**src/rtl/alu_sched_pkg.sv**
```systemverilog
// Shared types and constants for the ALU operation scheduler.
package alu_sched_pkg;

  // Scheduler FSM states.
  typedef enum logic [1:0] {
    IDLE  = 2'd0,
    ISSUE = 2'd1,
    WAIT  = 2'd2,
    RESP  = 2'd3
  } state_e;

  // Function classes decoded by the ALU from FUNC[3:2]; the scheduler passes FUNC through untouched.
  localparam logic [1:0] ARITH = 2'b00;
  localparam logic [1:0] LOGIC = 2'b01;
  localparam logic [1:0] CMP   = 2'b10;
  localparam logic [1:0] SHIFT = 2'b11;

  // Requester identifier width (two clients).
  localparam int ID_W = 1;

  // Cycles allowed in WAIT before an error response is returned.
  localparam int DEFAULT_TIMEOUT = 15;

endpackage

```
**src/rtl/alu_rr_arbiter.sv**
```systemverilog
// Two-way round-robin arbiter; the pointer names the requester favoured on a tie.
module alu_rr_arbiter (
  input  logic       CLK,
  input  logic       RST,
  input  logic [1:0] req,
  input  logic       advance,
  output logic [1:0] gnt
);

  logic ptr_q;
  logic ptr_d;

  // Grant selection and pointer update: after a grant the pointer favours the other requester.
  always_comb begin
    // NOTE: every signal gets a default first so no path leaves it unassigned (no latch inferred).
    gnt   = req;
    ptr_d = ptr_q;
    if (req == 2'b11) begin
      gnt = ptr_q ? 2'b10 : 2'b01;
    end
    if (advance && (gnt != 2'b00)) begin
      ptr_d = gnt[0];
    end
  end

  // Pointer register, synchronously reset to favour requester 0.
  always_ff @(posedge CLK) begin
    // NOTE: state is updated with non-blocking assignments so every flop samples pre-edge values.
    if (RST) begin
      ptr_q <= 1'b0;
    end else begin
      ptr_q <= ptr_d;
    end
  end

endmodule

```
**src/rtl/alu_op_scheduler.sv**
```systemverilog
// Shares one ALU between two requesters: arbitrate, issue, wait with timeout, respond.
module alu_op_scheduler
  import alu_sched_pkg::*;
#(
  parameter int WIDTH   = 16,
  parameter int TIMEOUT = DEFAULT_TIMEOUT
) (
  input  logic             CLK,
  input  logic             RST,
  input  logic             REQ0_VALID,
  output logic             REQ0_READY,
  input  logic [3:0]       REQ0_FUNC,
  input  logic [WIDTH-1:0] REQ0_A,
  input  logic [WIDTH-1:0] REQ0_B,
  input  logic             REQ1_VALID,
  output logic             REQ1_READY,
  input  logic [3:0]       REQ1_FUNC,
  input  logic [WIDTH-1:0] REQ1_A,
  input  logic [WIDTH-1:0] REQ1_B,
  output logic [WIDTH-1:0] ALU_A,
  output logic [WIDTH-1:0] ALU_B,
  output logic [3:0]       ALU_FUNC,
  output logic             ALU_EN,
  input  logic [WIDTH-1:0] ALU_OUT,
  input  logic             ALU_OUT_VALID,
  output logic             RSP_VALID,
  input  logic             RSP_READY,
  output logic [ID_W-1:0]  RSP_ID,
  output logic [WIDTH-1:0] RSP_DATA,
  output logic             RSP_ERR,
  output logic             BUSY
);

  // Last counter value seen in WAIT before the timeout fires.
  localparam logic [7:0] CNT_LAST = 8'(TIMEOUT - 1);

  state_e           state_q, state_d;
  logic [7:0]       cnt_q, cnt_d;
  logic [WIDTH-1:0] alu_a_q, alu_a_d;
  logic [WIDTH-1:0] alu_b_q, alu_b_d;
  logic [3:0]       alu_func_q, alu_func_d;
  logic             alu_en_q, alu_en_d;
  logic             rsp_valid_q, rsp_valid_d;
  logic [ID_W-1:0]  rsp_id_q, rsp_id_d;
  logic [WIDTH-1:0] rsp_data_q, rsp_data_d;
  logic             rsp_err_q, rsp_err_d;
  logic             busy_q, busy_d;

  logic             can_accept;
  logic [1:0]       arb_req;
  logic [1:0]       gnt;

  // Requests are only offered to the arbiter while idle and out of reset.
  assign can_accept = (state_q == IDLE) && !RST;
  assign arb_req    = {REQ1_VALID, REQ0_VALID} & {2{can_accept}};

  alu_rr_arbiter u_arb (
    .CLK     (CLK),
    .RST     (RST),
    .req     (arb_req),
    .advance (can_accept),
    .gnt     (gnt)
  );

  assign REQ0_READY = gnt[0];
  assign REQ1_READY = gnt[1];

  // Next-state and next-output logic for the IDLE/ISSUE/WAIT/RESP sequence.
  always_comb begin
    state_d     = state_q;
    cnt_d       = cnt_q;
    alu_a_d     = alu_a_q;
    alu_b_d     = alu_b_q;
    alu_func_d  = alu_func_q;
    alu_en_d    = 1'b0;
    rsp_valid_d = rsp_valid_q;
    rsp_id_d    = rsp_id_q;
    rsp_data_d  = rsp_data_q;
    rsp_err_d   = rsp_err_q;

    unique case (state_q)
      IDLE: begin
        if (gnt != 2'b00) begin
          alu_a_d    = gnt[1] ? REQ1_A    : REQ0_A;
          alu_b_d    = gnt[1] ? REQ1_B    : REQ0_B;
          alu_func_d = gnt[1] ? REQ1_FUNC : REQ0_FUNC;
          rsp_id_d   = gnt[1];
          alu_en_d   = 1'b1;
          state_d    = ISSUE;
        end
      end
      ISSUE: begin
        cnt_d   = 8'd0;
        state_d = WAIT;
      end
      WAIT: begin
        if (ALU_OUT_VALID) begin
          rsp_data_d  = ALU_OUT;
          rsp_err_d   = 1'b0;
          rsp_valid_d = 1'b1;
          state_d     = RESP;
        end else if (cnt_q == CNT_LAST) begin
          rsp_data_d  = '0;
          rsp_err_d   = 1'b1;
          rsp_valid_d = 1'b1;
          state_d     = RESP;
        end else begin
          cnt_d = cnt_q + 8'd1;
        end
      end
      RESP: begin
        if (RSP_READY) begin
          rsp_valid_d = 1'b0;
          state_d     = IDLE;
        end
      end
      default: state_d = IDLE;
    endcase

    busy_d = (state_d != IDLE);
  end

  // State and registered outputs; reset drops any in-flight op or pending response.
  always_ff @(posedge CLK) begin
    if (RST) begin
      state_q     <= IDLE;
      cnt_q       <= 8'd0;
      alu_a_q     <= '0;
      alu_b_q     <= '0;
      alu_func_q  <= 4'd0;
      alu_en_q    <= 1'b0;
      rsp_valid_q <= 1'b0;
      rsp_id_q    <= '0;
      rsp_data_q  <= '0;
      rsp_err_q   <= 1'b0;
      busy_q      <= 1'b0;
    end else begin
      state_q     <= state_d;
      cnt_q       <= cnt_d;
      alu_a_q     <= alu_a_d;
      alu_b_q     <= alu_b_d;
      alu_func_q  <= alu_func_d;
      alu_en_q    <= alu_en_d;
      rsp_valid_q <= rsp_valid_d;
      rsp_id_q    <= rsp_id_d;
      rsp_data_q  <= rsp_data_d;
      rsp_err_q   <= rsp_err_d;
      busy_q      <= busy_d;
    end
  end

  assign ALU_A     = alu_a_q;
  assign ALU_B     = alu_b_q;
  assign ALU_FUNC  = alu_func_q;
  assign ALU_EN    = alu_en_q;
  assign RSP_VALID = rsp_valid_q;
  assign RSP_ID    = rsp_id_q;
  assign RSP_DATA  = rsp_data_q;
  assign RSP_ERR   = rsp_err_q;
  assign BUSY      = busy_q;

endmodule
```
**config.mk**
```make
export PLATFORM = sky130hd
export DESIGN_NAME = alu_op_scheduler
export DESIGN_NICKNAME = d
export VERILOG_FILES = /design/src/rtl/alu_sched_pkg.sv /design/src/rtl/alu_rr_arbiter.sv /design/src/rtl/alu_op_scheduler.sv
export SDC_FILE = /design/constraint.sdc
export NUM_CORES = 1
export LEC_CHECK = 0
export ABC_AREA = 1
export BUFFER_PORTS_ARGS = -buffer_cell sky130_fd_sc_hd__clkbuf_2
export CORE_MARGIN = 5
export CORE_UTILIZATION = 35
export DETAILED_ROUTE_END_ITERATION = 8
export SYNTH_ARGS = -nofsm -noshare
export SYNTH_HDL_FRONTEND = slang
export SYNTH_SLANG_ARGS = --single-unit
```
**constraint.sdc**
```tcl
create_clock -name CLK -period 3.2 [get_ports CLK]
set_input_delay 0.48 -clock CLK [delete_from_list [all_inputs] [get_ports CLK]]
set_output_delay 0.48 -clock CLK [all_outputs]
set_load 0.005 [all_outputs]
```
# Word-level counts from Yosys, hierarchy flattened
# Cells that the tools add are included.
# op_classes
n_addsub,1
reduce_logical,14
eq_ne,9
n_bitwise,2
muxes,21
# op_table
op,n
2-to-1 mux 16 bit,4
2-to-1 mux 8 bit,2
case mux 8 bit (2 select lines),1
2-to-1 mux 2 bit,6
nonzero test 2 bit,5
adder 8 x 1 -> 8 bit (second input constant),1
== test 8 x 4 -> 1 bit (second input constant),1
case mux 2 bit (4 select lines),1
== test 2 bit (second input constant),3
inequality test 2 bit (second input constant),3
AND reduction 3 bit,2
2-to-1 mux 1 bit,5
2-to-1 mux 4 bit,1
AND reduction 2 bit,2
inequality test 3 bit (second input constant),1
AND 2 bit,1
== test 2 x 1 -> 1 bit (second input constant),1
logical AND 1 bit,2
logical NOT 2 bit,1
case mux 1 bit (2 select lines),1
OR reduction 2 bit,1
logical NOT 1 bit,1
inverter 1 bit,1
# word_totals
input_bits,94
word_cells,59
ff_bits,68

# Longest topological paths before layout
# Gate-level depths: netlist of run 1.
# logic_depth
depth_word,9
ltp_mapped,11

# Modules after synthesis
# Synthesis of run 1 repeated with hierarchy kept, for this count alone.
# unflattened
hier_cells,392
area_unflattened_um2,2897.8
# modules_own_cells
mod,area_per_inst_um2,instances,seq_area_each_um2,cells_per_inst
alu_op_scheduler,2837.7,1,1341.3,384
alu_rr_arbiter,60.1,1,20.0,8

# Worst setup path after synthesis of run 1
# OpenSTA, ideal clock, no wires.
# synth_timing
kind,input to output
from,input port RST
to,output port REQ1_READY
slack_ns,1.552
path_stages,6
t_arrival_ns,1.168
path_buffers,3
path_cell_list,buf_6 inv_4 nand3_4 nor2_4 buf_6 buf_6
# synth_between
elab_chain_cells,5
# synth_lines
item,line_no,rtl
start: declaration,alu_op_scheduler.sv:9,"input logic RST,"
logical NOT 1 bit *,alu_op_scheduler.sv:54,assign can_accept = (state_q == IDLE) && !RST;
logical AND 1 bit *,alu_op_scheduler.sv:54,
AND 2 bit *,alu_op_scheduler.sv:55,"assign arb_req = {REQ1_VALID, REQ0_VALID} & {2{can_accept}};"
== test 2 bit,alu_rr_arbiter.sv:18,if (req == 2'b11) begin
2-to-1 mux 2 bit *,alu_rr_arbiter.sv:18,
end: declaration,alu_op_scheduler.sv:16,"output logic REQ1_READY,"
# Every way passes the cells marked *; elsewhere a longest branch is shown, timed or not.

# Worst setup path in the final report of run 1
# layout_timing
from,register state_q[0]
to,"register alu_b_q[0], in the netlist ALU_B[0]"
# layout_between
elab_chain_cells,7
elab_cells_between_ends,8
classes_between,eq/ne (1); mux (2); bitwise (1); reduce/logical (4)
# layout_lines
item,line_no,rtl
start: declaration,alu_op_scheduler.sv:37,"state_e state_q, state_d;"
start signal: assignment,alu_op_scheduler.sv:138,state_q <= state_d;
logical NOT 2 bit *,"alu_op_scheduler.sv:54, alu_op_scheduler.sv:81",
logical AND 1 bit,alu_op_scheduler.sv:54,
AND 2 bit,alu_op_scheduler.sv:55,
== test 2 bit,alu_rr_arbiter.sv:18,
2-to-1 mux 2 bit,alu_rr_arbiter.sv:18,
nonzero test 2 bit,alu_op_scheduler.sv:83,if (gnt != 2'b00) begin
AND reduction 2 bit (no source line),--,
end signal: assignment,alu_op_scheduler.sv:141,alu_b_q <= alu_b_d;
end: declaration,alu_op_scheduler.sv:40,"logic [WIDTH-1:0] alu_b_q, alu_b_d;"
# Marked as above.
# A chain may end at the register's enable or synchronous reset.

==> results of run 1 <==
## cell usage after synthesis (4+ instances only)
cell        n  area share (%)
a21oi_1    61             9.8
buf_4       4            0.97
buf_6      12             4.4
clkbuf_1    6            0.73
dfxtp_1    68              44
inv_1      17             2.1
nand2_1   239              29
nand3_1    13             2.1
nor2_1     15             1.8
## kinds of logic (layout without fill, tap and decap cells)
group           after synthesis  count (layout)  synth area share (%)
simple gates                276             276                 35.27
fa+ha+maj                     2               2                0.8060
compound gates               65              65                 10.72
flops                        68              68                 43.85
xor+xnor                      2               2                0.5644
buf+inv                      43             188                 8.786
## power groups by stage
| stage | Clock (uW) | Combinational, uW | Sequential [uW] |
|---|---|---|---|
| CTS | 616 | 382 | 942 |
| detailed placement | 0 | 381 | 961 |
| finish | 592 | 374 | 943 |
| floorplan | 0 | 238 | 962 |
| global placement | 0 | 377 | 960 |
| global route | 648 | 428 | 950 |
## metal layers
metal	up-vias	GRT usage, %	part of all wire [%]
li1	1701	-	-
met1	1419	19.29	45
met2	96	26.55	46
met3	11	4.345	6.4
met4	0	7.123	1.8
met5	-	0	0
## area by class of cell
cell class / instances / area, um^2 / share of cell area (%)
Clock buffer: 11 / 141.4 / 3.550
Clock inverter: 3 / 15.01 / 0.3770
Inverter: 19 / 76.32 / 1.916
Multi-Input combinational cell: 345 / 1470 / 36.91
Sequential cell: 68 / 1361 / 34.18
Tap cell: 108 / 135.1 / 3.393
Timing Repair Buffer: 155 / 783.3 / 19.67
## per-stage QoR
stage          power, uW  util [%]  instances  hold slack [ns]
6_report            1908     45.89        709           0.3738
4_1_cts             1940     45.89        709           0.3557
2_1_floorplan       1200         -        456           0.4311
3_5_place_dp        1342     44.09        695           0.4502
3_3_place_gp        1337     44.09        695           0.4483
5_1_grt             2026     45.89        709           0.3725
## placed cells by master (no fill, tap or decap)
master	n
a21oi_1	61
buf_4	3
clkbuf_1	1
clkbuf_2	152
clkbuf_8	10
clkinv_2	3
dfxtp_1	68
ha_1	2
inv_1	17
inv_4	2
nand2_1	239
nand3_1	13
nand3_4	1
nor2_1	15
nor2_2	2
nor2_4	2
nor3_1	2
nor3b_1	1
o21ai_0	2
o21ai_2	2
or2_2	1
xnor2_1	1
xor2_1	1
## flip-flops by register name (all words and copies together) (netlist names)
name and count:
u_arb.ptr_q 1, RSP_ID 1, ALU_EN 1, RSP_VALID 1, ALU_B 16, cnt_q 8, ALU_FUNC 4, state_q 2
ALU_A 16, BUSY 1, RSP_ERR 1, RSP_DATA 16
## final timing paths
kind / startpoint / to
min reg2reg: RSP_VALID$_SDFFE_PP0P_ / RSP_VALID$_SDFFE_PP0P_
max reg2reg: state_q[0]$_SDFF_PP0_ / ALU_B[0]$_SDFFE_PP0P_
max: state_q[0]$_SDFF_PP0_ / ALU_B[0]$_SDFFE_PP0P_
min: ALU_OUT[1] / RSP_DATA[1]$_SDFFE_PP0P_
## critical path: stages (launching register included)
cell	delay, ns
dfxtp_1	0.32
inv_1	0.13
nand3_4	0.10
nor2_4	0.29
inv_1	0.55
nand2_1	0.21
nand2_1	0.06
nand2_1	0.06
a21oi_1	0.06
==> impl_metrics.tcl, run 1 <==
set metrics [dict create \
    synth_cell_types 23 \
    drive_gt1_share_pct 29.62 \
    tightest_slew_ns 1.087 \
    yosys_register_bits 68 \
    critPathCaptureType "register" \
    numPortBuffers 152 \
    dieArea_um2 10850 \
    synthArstFlopShare_pct 0 \
    clock_path_buffers 2 \
    critPathArrivalTime_ns 2.14 \
    final_max_slew_viol_count 0 \
    cp_max_fo 38 \
    via_count 3227 \
    skew_ns 0.007171 \
    core-area_um2 8678 \
    seqPwrFrac_pct 49.4 \
    rrSetupSlack_ns 1.25 \
    synth_fp_nets 552 \
    rr_worst_depth 8 \
    period_needed_ns 1.949 \
    placedInstanceArea_um2 3826 \
    netlist_area_um2 3104 \
    drtPass1Iterations 4 \
    critical_path_class "register to register" \
    gr-total-overflow 0 \
    synthesis.instances 456 \
    post-route-period-util_pct 60.92 \
    final.setup.worst_slack_ns 1.251 \
    cts-root-buf "clkbuf_8" \
    worstSkewPairLatency_ns 0.33 \
    design_area_um2 3983 \
    hpwlAfterDp_um 6347 \
    hold_path_depth 3 \
    initial_core_util_pct 35.77 \
    gp_congestion 0.8095 \
    cts_tree "built" \
    ir_worst_vdd_uv 215.7 \
    route.antenna.remaining_nets 0 \
    cts.sinks 68 \
    ctsResizeCount 0 \
    p_leak_uw 0.002027 \
    swShare_pct 29.21 \
    cp_data_required_time_ns 3.39 \
    first_global_vias 3143 \
    fillCellCount 933 \
    drc_errors 0 \
    pre_cts_slack_ns 0.9812 \
    grt_pass1_wl_um 14450 \
    tns_ns 0 \
    fin_nets 694 \
    antennaDiodeCount 0 \
    max_freq_mhz 513.0 \
    syn2layout_area_growth_pct 28.30 \
    synth_area_per_cell_um2 6.808 \
    drv_cap 0 \
    htreeDepth 3 \
    ys_warn_count 0 \
    grt_max_degree 61 \
    holdBufCountCts 0 \
    drtIter0Drc 113 \
    start_kind "register" \
    post_cts_buffers 0 \
    antenna_found_initial 0 \
    ys_seq_area_share_pct 43.85 \
    power_density_nw_per_um2 479.0 \
    pin_count 153 \
    combPwrFrac_pct 19.6 \
    grt_use_total_pct 16.00 \
    clk_pin_slew_ns 0.07 \
    internal-power_uw 1351 \
    fp-row-count 34 \
    fp.dieH_um 104.2 \
    finalHoldViolations 0 \
    p_sw_uw 557.2 \
    routedWlPerCell_um 12.23 \
    hp-class "input port to register" \
    routed_wl_um 8673 \
    cts_made_buffers 9 \
    synth_edf_count 0 \
    dieWidth_um 104.2 \
    slew_headroom_pct 27.42 \
    via_per_inst 4.551 \
    setup_viol 0 \
    synth-main-ff-cell "dfxtp_1" \
    p_clk_share_pct 31.0 \
    rsz0062_at_grt "no" \
    status "completed" \
]
No activity file was read; power rests on OpenSTA's default activity.
==> inputs of run 2 (changes only) <==
- clock period: 3.2 -> 1.9 ns (I/O delays scaled with it)
==> impl_metrics.tcl, run 2 (synthesized netlist as in run 1, its figures left out) <==
set metrics [dict create \
    status "completed" \
    post_cts_buffers 0 \
    clock_path_buffers 2 \
    skew_ns 0.004517 \
    cp_data_required_time_ns 1.62 \
    p_clk_share_pct 32.9 \
    p_sw_uw 941.3 \
    via_per_inst 4.490 \
    worstReg2RegStart "cnt_q[0]$_SDFFE_PP0P_" \
    first_global_vias 3156 \
    htreeDepth 3 \
    syn2layout_area_growth_pct 30.47 \
    gr-total-overflow 0 \
    grt_use_total_pct 15.96 \
    p_leak_uw 0.002057 \
    grt_pass1_wl_um 14490 \
    route.antenna.remaining_nets 0 \
    hold_path_depth 3 \
    initial_core_util_pct 35.77 \
    grt_max_degree 61 \
    drtIter0Drc 115 \
    routed_wl_um 8520 \
    min-delay-start "ALU_OUT[0]" \
    gp_congestion 0.8257 \
    finalHoldViolations 0 \
    internal-power_uw 2382 \
    critical_path_class "register to output port" \
    reg2reg_to "cnt_q[6]$_SDFFE_PP0P_" \
    rsz0062_at_grt "no" \
    hpwlAfterDp_um 6322 \
    max_freq_mhz 563.2 \
    critPathArrivalTime_ns 1.49 \
    start_kind "register" \
    tns_ns 0 \
    cp_max_fo 37 \
    core-area_um2 8678 \
    drive_gt1_share_pct 29.87 \
    placedInstanceArea_um2 3861 \
    drtPass1Iterations 4 \
    routedWlPerCell_um 11.93 \
    cts.sinks 68 \
    seqPwrFrac_pct 47.8 \
    power_density_nw_per_um2 820.5 \
    antennaDiodeCount 0 \
    pin_count 153 \
    final_common_cell "nand2_1" \
    via_count 3206 \
    combPwrFrac_pct 19.3 \
    rr_worst_depth 9 \
    ir_worst_vdd_uv 250.5 \
    setup_viol 0 \
    drv_cap 0 \
    worstSkewPairLatency_ns 0.33 \
    fp.dieH_um 104.2 \
    critPathCaptureType "output port" \
    cts-root-buf "clkbuf_8" \
    fin_nets 697 \
    numPortBuffers 152 \
    drc_errors 0 \
    dieArea_um2 10850 \
    fillCellCount 952 \
    cts_tree "built" \
    antenna_found_initial 0 \
    hp-class "input port to register" \
    final_cell_mix "239 x nand2_1, 152 x clkbuf_2, 68 x dfxtp_1, 61 x a21oi_1, 17 x inv_1" \
    post-route-period-util_pct 93.45 \
    dieWidth_um 104.2 \
    fp-row-count 34 \
    whs_endpoint "RSP_DATA[0]$_SDFFE_PP0P_" \
    swShare_pct 28.33 \
    rrSetupSlack_ns 0.29 \
    cts_made_buffers 9 \
    slew_headroom_pct 58.57 \
    final_max_slew_viol_count 0 \
    period_needed_ns 1.776 \
    tightest_slew_ns 0.6214 \
    clk_pin_slew_ns 0.07 \
    design_area_um2 4050 \
]
run 2: cell types whose count changed in the layout (fill, tap and decap cells not counted):
cell	before	now
buf_12	0	1
buf_4	3	4
buf_8	0	1
clkbuf_1	1	3
clkbuf_8	10	12
clkinv_2	3	1
run 2: worst max path at each step:
stage,from,end,slack [ns],depth (start not counted)
after floorplan,cnt_q[0]$_SDFFE_PP0P_,RSP_DATA[1]$_SDFFE_PP0P_,0.49,8
after global placement,RST,REQ1_READY,0.30,6
after detailed placement,RST,REQ1_READY,0.29,6
after CTS,state_q[0]$_SDFF_PP0_,REQ1_READY,0.06,5
after global routing,state_q[0]$_SDFF_PP0_,REQ1_READY,0.008,5
final,state_q[0]$_SDFF_PP0_,REQ1_READY,0.12,5
run 2: what timing repair did:
item	in CTS	in global routing
endpoints found under the hold margin	0	0
hold buffers	0	0
endpoints found under the setup margin	1	1
resized for setup	1	1
run 2: area by class of cell:
class / instances / area, um^2 / area share (%)
multi-input cells: 345 / 1470 / 36.30
inverters: 19 / 76.32 / 1.884
flip-flops and latches: 68 / 1361 / 33.61
clock inverters: 1 / 5.005 / 0.1236
well taps: 108 / 135.1 / 3.336
clock buffers: 15 / 176.4 / 4.356
repair buffers: 158 / 825.8 / 20.39
run 2: worst max-delay path: stages (launching register included):
cell and delay [ns]:
dfxtp_1 0.32, inv_1 0.12, nand3_4 0.10, nor2_4 0.18, buf_8 0.24, clkbuf_2 0.16
run 2: power by group through the flow:
| stage | sequential, uW | clock [uW] | combinational [uW] |
|---|---|---|---|
| floorplan | 1620 | 0 | 400 |
| global placement | 1620 | 0 | 644 |
| detailed placement | 1620 | 0 | 654 |
| CTS | 1590 | 1130 | 657 |
| global route | 1600 | 1180 | 736 |
| finish | 1590 | 1090 | 641 |
run 2: layer usage:
metal	up-vias	share of wire (%)	wire [um]	global-route usage, %
met5	-	0	0	0
met4	0	1.3	108	6.475
met3	9	7.3	623	4.531
met2	110	46	3942	25.68
met1	1375	45	3846	20.05
li1	1712	-	-	-
run 2: per-stage QoR:
stage	setup WS, ns	hold slack, ns	std cells	total power, uW	utilization (%)
after floorplan	0.4890	0.4311	456	2021	-
after global placement	0.3042	0.4434	698	2261	44.49
after detailed placement	0.2920	0.4535	698	2274	44.49
after CTS	0.05583	0.1583	714	3375	46.63
after global routing	0.008413	0.1762	714	3521	46.67
final	0.1244	0.1792	714	3323	46.67
==> inputs of run 3 (changes only) <==
- PLACE_DENSITY: unset -> 0.71
==> impl_metrics.tcl, run 3 (synthesized netlist as in run 1, its figures left out) <==
set metrics [dict create \
    fp.dieH_um 104.2 \
    routedWlPerCell_um 11.80 \
    hp-class "input port to register" \
    status "completed" \
    fp-row-count 34 \
    start_kind "register" \
    ctsResizeCount 0 \
    holdBufCountCts 0 \
    grt_pass1_wl_um 14320 \
    rrSetupSlack_ns 0.21 \
    rsz0062_at_grt "no" \
    drive_gt1_share_pct 30.26 \
    post_cts_buffers 0 \
    drtPass1Iterations 4 \
    dieArea_um2 10850 \
    cts.sinks 68 \
    dieWidth_um 104.2 \
    setup.worst_path.start "state_q[0]$_SDFF_PP0_" \
    ir_worst_vdd_uv 332.3 \
    drc_errors 0 \
    numPortBuffers 152 \
    critPathArrivalTime_ns 1.51 \
    critPathCaptureType "output port" \
    core-area_um2 8678 \
    post-route-period-util_pct 94.63 \
    initial_core_util_pct 35.77 \
    cp_data_required_time_ns 1.62 \
    routed_wl_um 8448 \
    first_global_vias 3136 \
    grt_use_total_pct 15.58 \
    worstSkewPairLatency_ns 0.34 \
    final_max_slew_viol_count 0 \
    critical_path_class "register to output port" \
    max_freq_mhz 556.2 \
    fillCellCount 923 \
    antennaDiodeCount 0 \
    cts_made_buffers 9 \
    skew_ns 0.01131 \
    pin_count 153 \
    route.antenna.remaining_nets 0 \
    via_count 3218 \
    setup_viol 0 \
    min-delay-start "ALU_OUT[10]" \
    antenna_found_initial 0 \
    cp_max_fo 20 \
    drtIter0Drc 110 \
    drv_cap 0 \
    cts_tree "built" \
    clk_pin_slew_ns 0.07 \
    clock_path_buffers 2 \
    finalHoldViolations 0 \
    worstReg2RegStart "state_q[1]$_SDFF_PP0_" \
    htreeDepth 3 \
    slew_headroom_pct 57.39 \
    final_common_cell "nand2_1" \
    placedCellCount 700 \
    grt_max_degree 61 \
    final_cell_mix "239 x nand2_1, 152 x clkbuf_2, 68 x dfxtp_1, 61 x a21oi_1, 17 x inv_1" \
    cts-root-buf "clkbuf_8" \
    period_needed_ns 1.798 \
    via_per_inst 4.494 \
    fin_cells 716 \
    hpwlAfterDp_um 6408 \
    gr-total-overflow 0 \
    tightest_slew_ns 0.6392 \
    syn2layout_area_growth_pct 29.95 \
    p_leak_uw 0.002047 \
    power_density_nw_per_um2 808.9 \
    fin_nets 699 \
    tns_ns 0 \
    gp_congestion 0.8534 \
]
## run 3: cell count changes in the layout (fill, tap and decap cells not counted), sizes merged
cell,delta
clkbuf,-3
buf,+2
clkinvlp,+2
clkinv,+1
## run 3: critical path, stage by stage (launching register included)
cell	delay, ns
dfxtp_1	0.32
inv_1	0.14
nand3_4	0.10
nor2_4	0.18
buf_4	0.27
clkbuf_2	0.16
## run 3: power breakdown
| part | total, uW | internal (uW) | switching (uW) |
|---|---|---|---|
| clock | 1040 | 506 | 530 |
| sequential | 1590 | 1530 | 57.0 |
| combinational | 640 | 266 | 374 |
| total | 3260 | 2300 | 962 |
## run 3: final timing paths
kind | end | cells past startpoint
worst max-delay path | REQ1_READY | 5
worst min-delay path | RSP_DATA[10]$_SDFFE_PP0P_ | 3
worst max register to register | ALU_B[7]$_SDFFE_PP0P_ | 9
worst min register to register | ALU_A[5]$_SDFFE_PP0P_ | 2
## run 3: layout make-up
cell class / instances / area (um^2) / share of cell area (%)
Multi-Input combinational cell: 345 / 1470 / 36.45
Tap cell: 108 / 135.1 / 3.350
Clock inverter: 4 / 25.02 / 0.6203
Timing Repair Buffer: 160 / 820.8 / 20.35
Inverter: 19 / 76.32 / 1.892
Clock buffer: 12 / 145.1 / 3.598
Sequential cell: 68 / 1361 / 33.75
## run 3: per-stage QoR
step | hold slack (ns) | total power, uW | cell area [um^2] | setup slack, ns | util (%)
2_1_floorplan | 0.4311 | 2021 | 3104 | 0.4890 | -
3_3_place_gp | 0.4448 | 2252 | 3864 | 0.2629 | 44.52
3_5_place_dp | 0.4544 | 2267 | 3864 | 0.2007 | 44.52
4_1_cts | 0.1546 | 3314 | 4034 | 0.07117 | 46.48
5_1_grt | 0.1693 | 3469 | 4034 | 0.02224 | 46.48
6_report | 0.1725 | 3263 | 4034 | 0.1021 | 46.48
## run 3: routing by layer
| metal | track usage [%] | wire (um) |
|---|---|---|
| met5 | 0 | 0 |
| met3 | 4.531 | 655 |
| met4 | 5.273 | 109 |
| met2 | 25.77 | 3931 |
| met1 | 19.34 | 3753 |
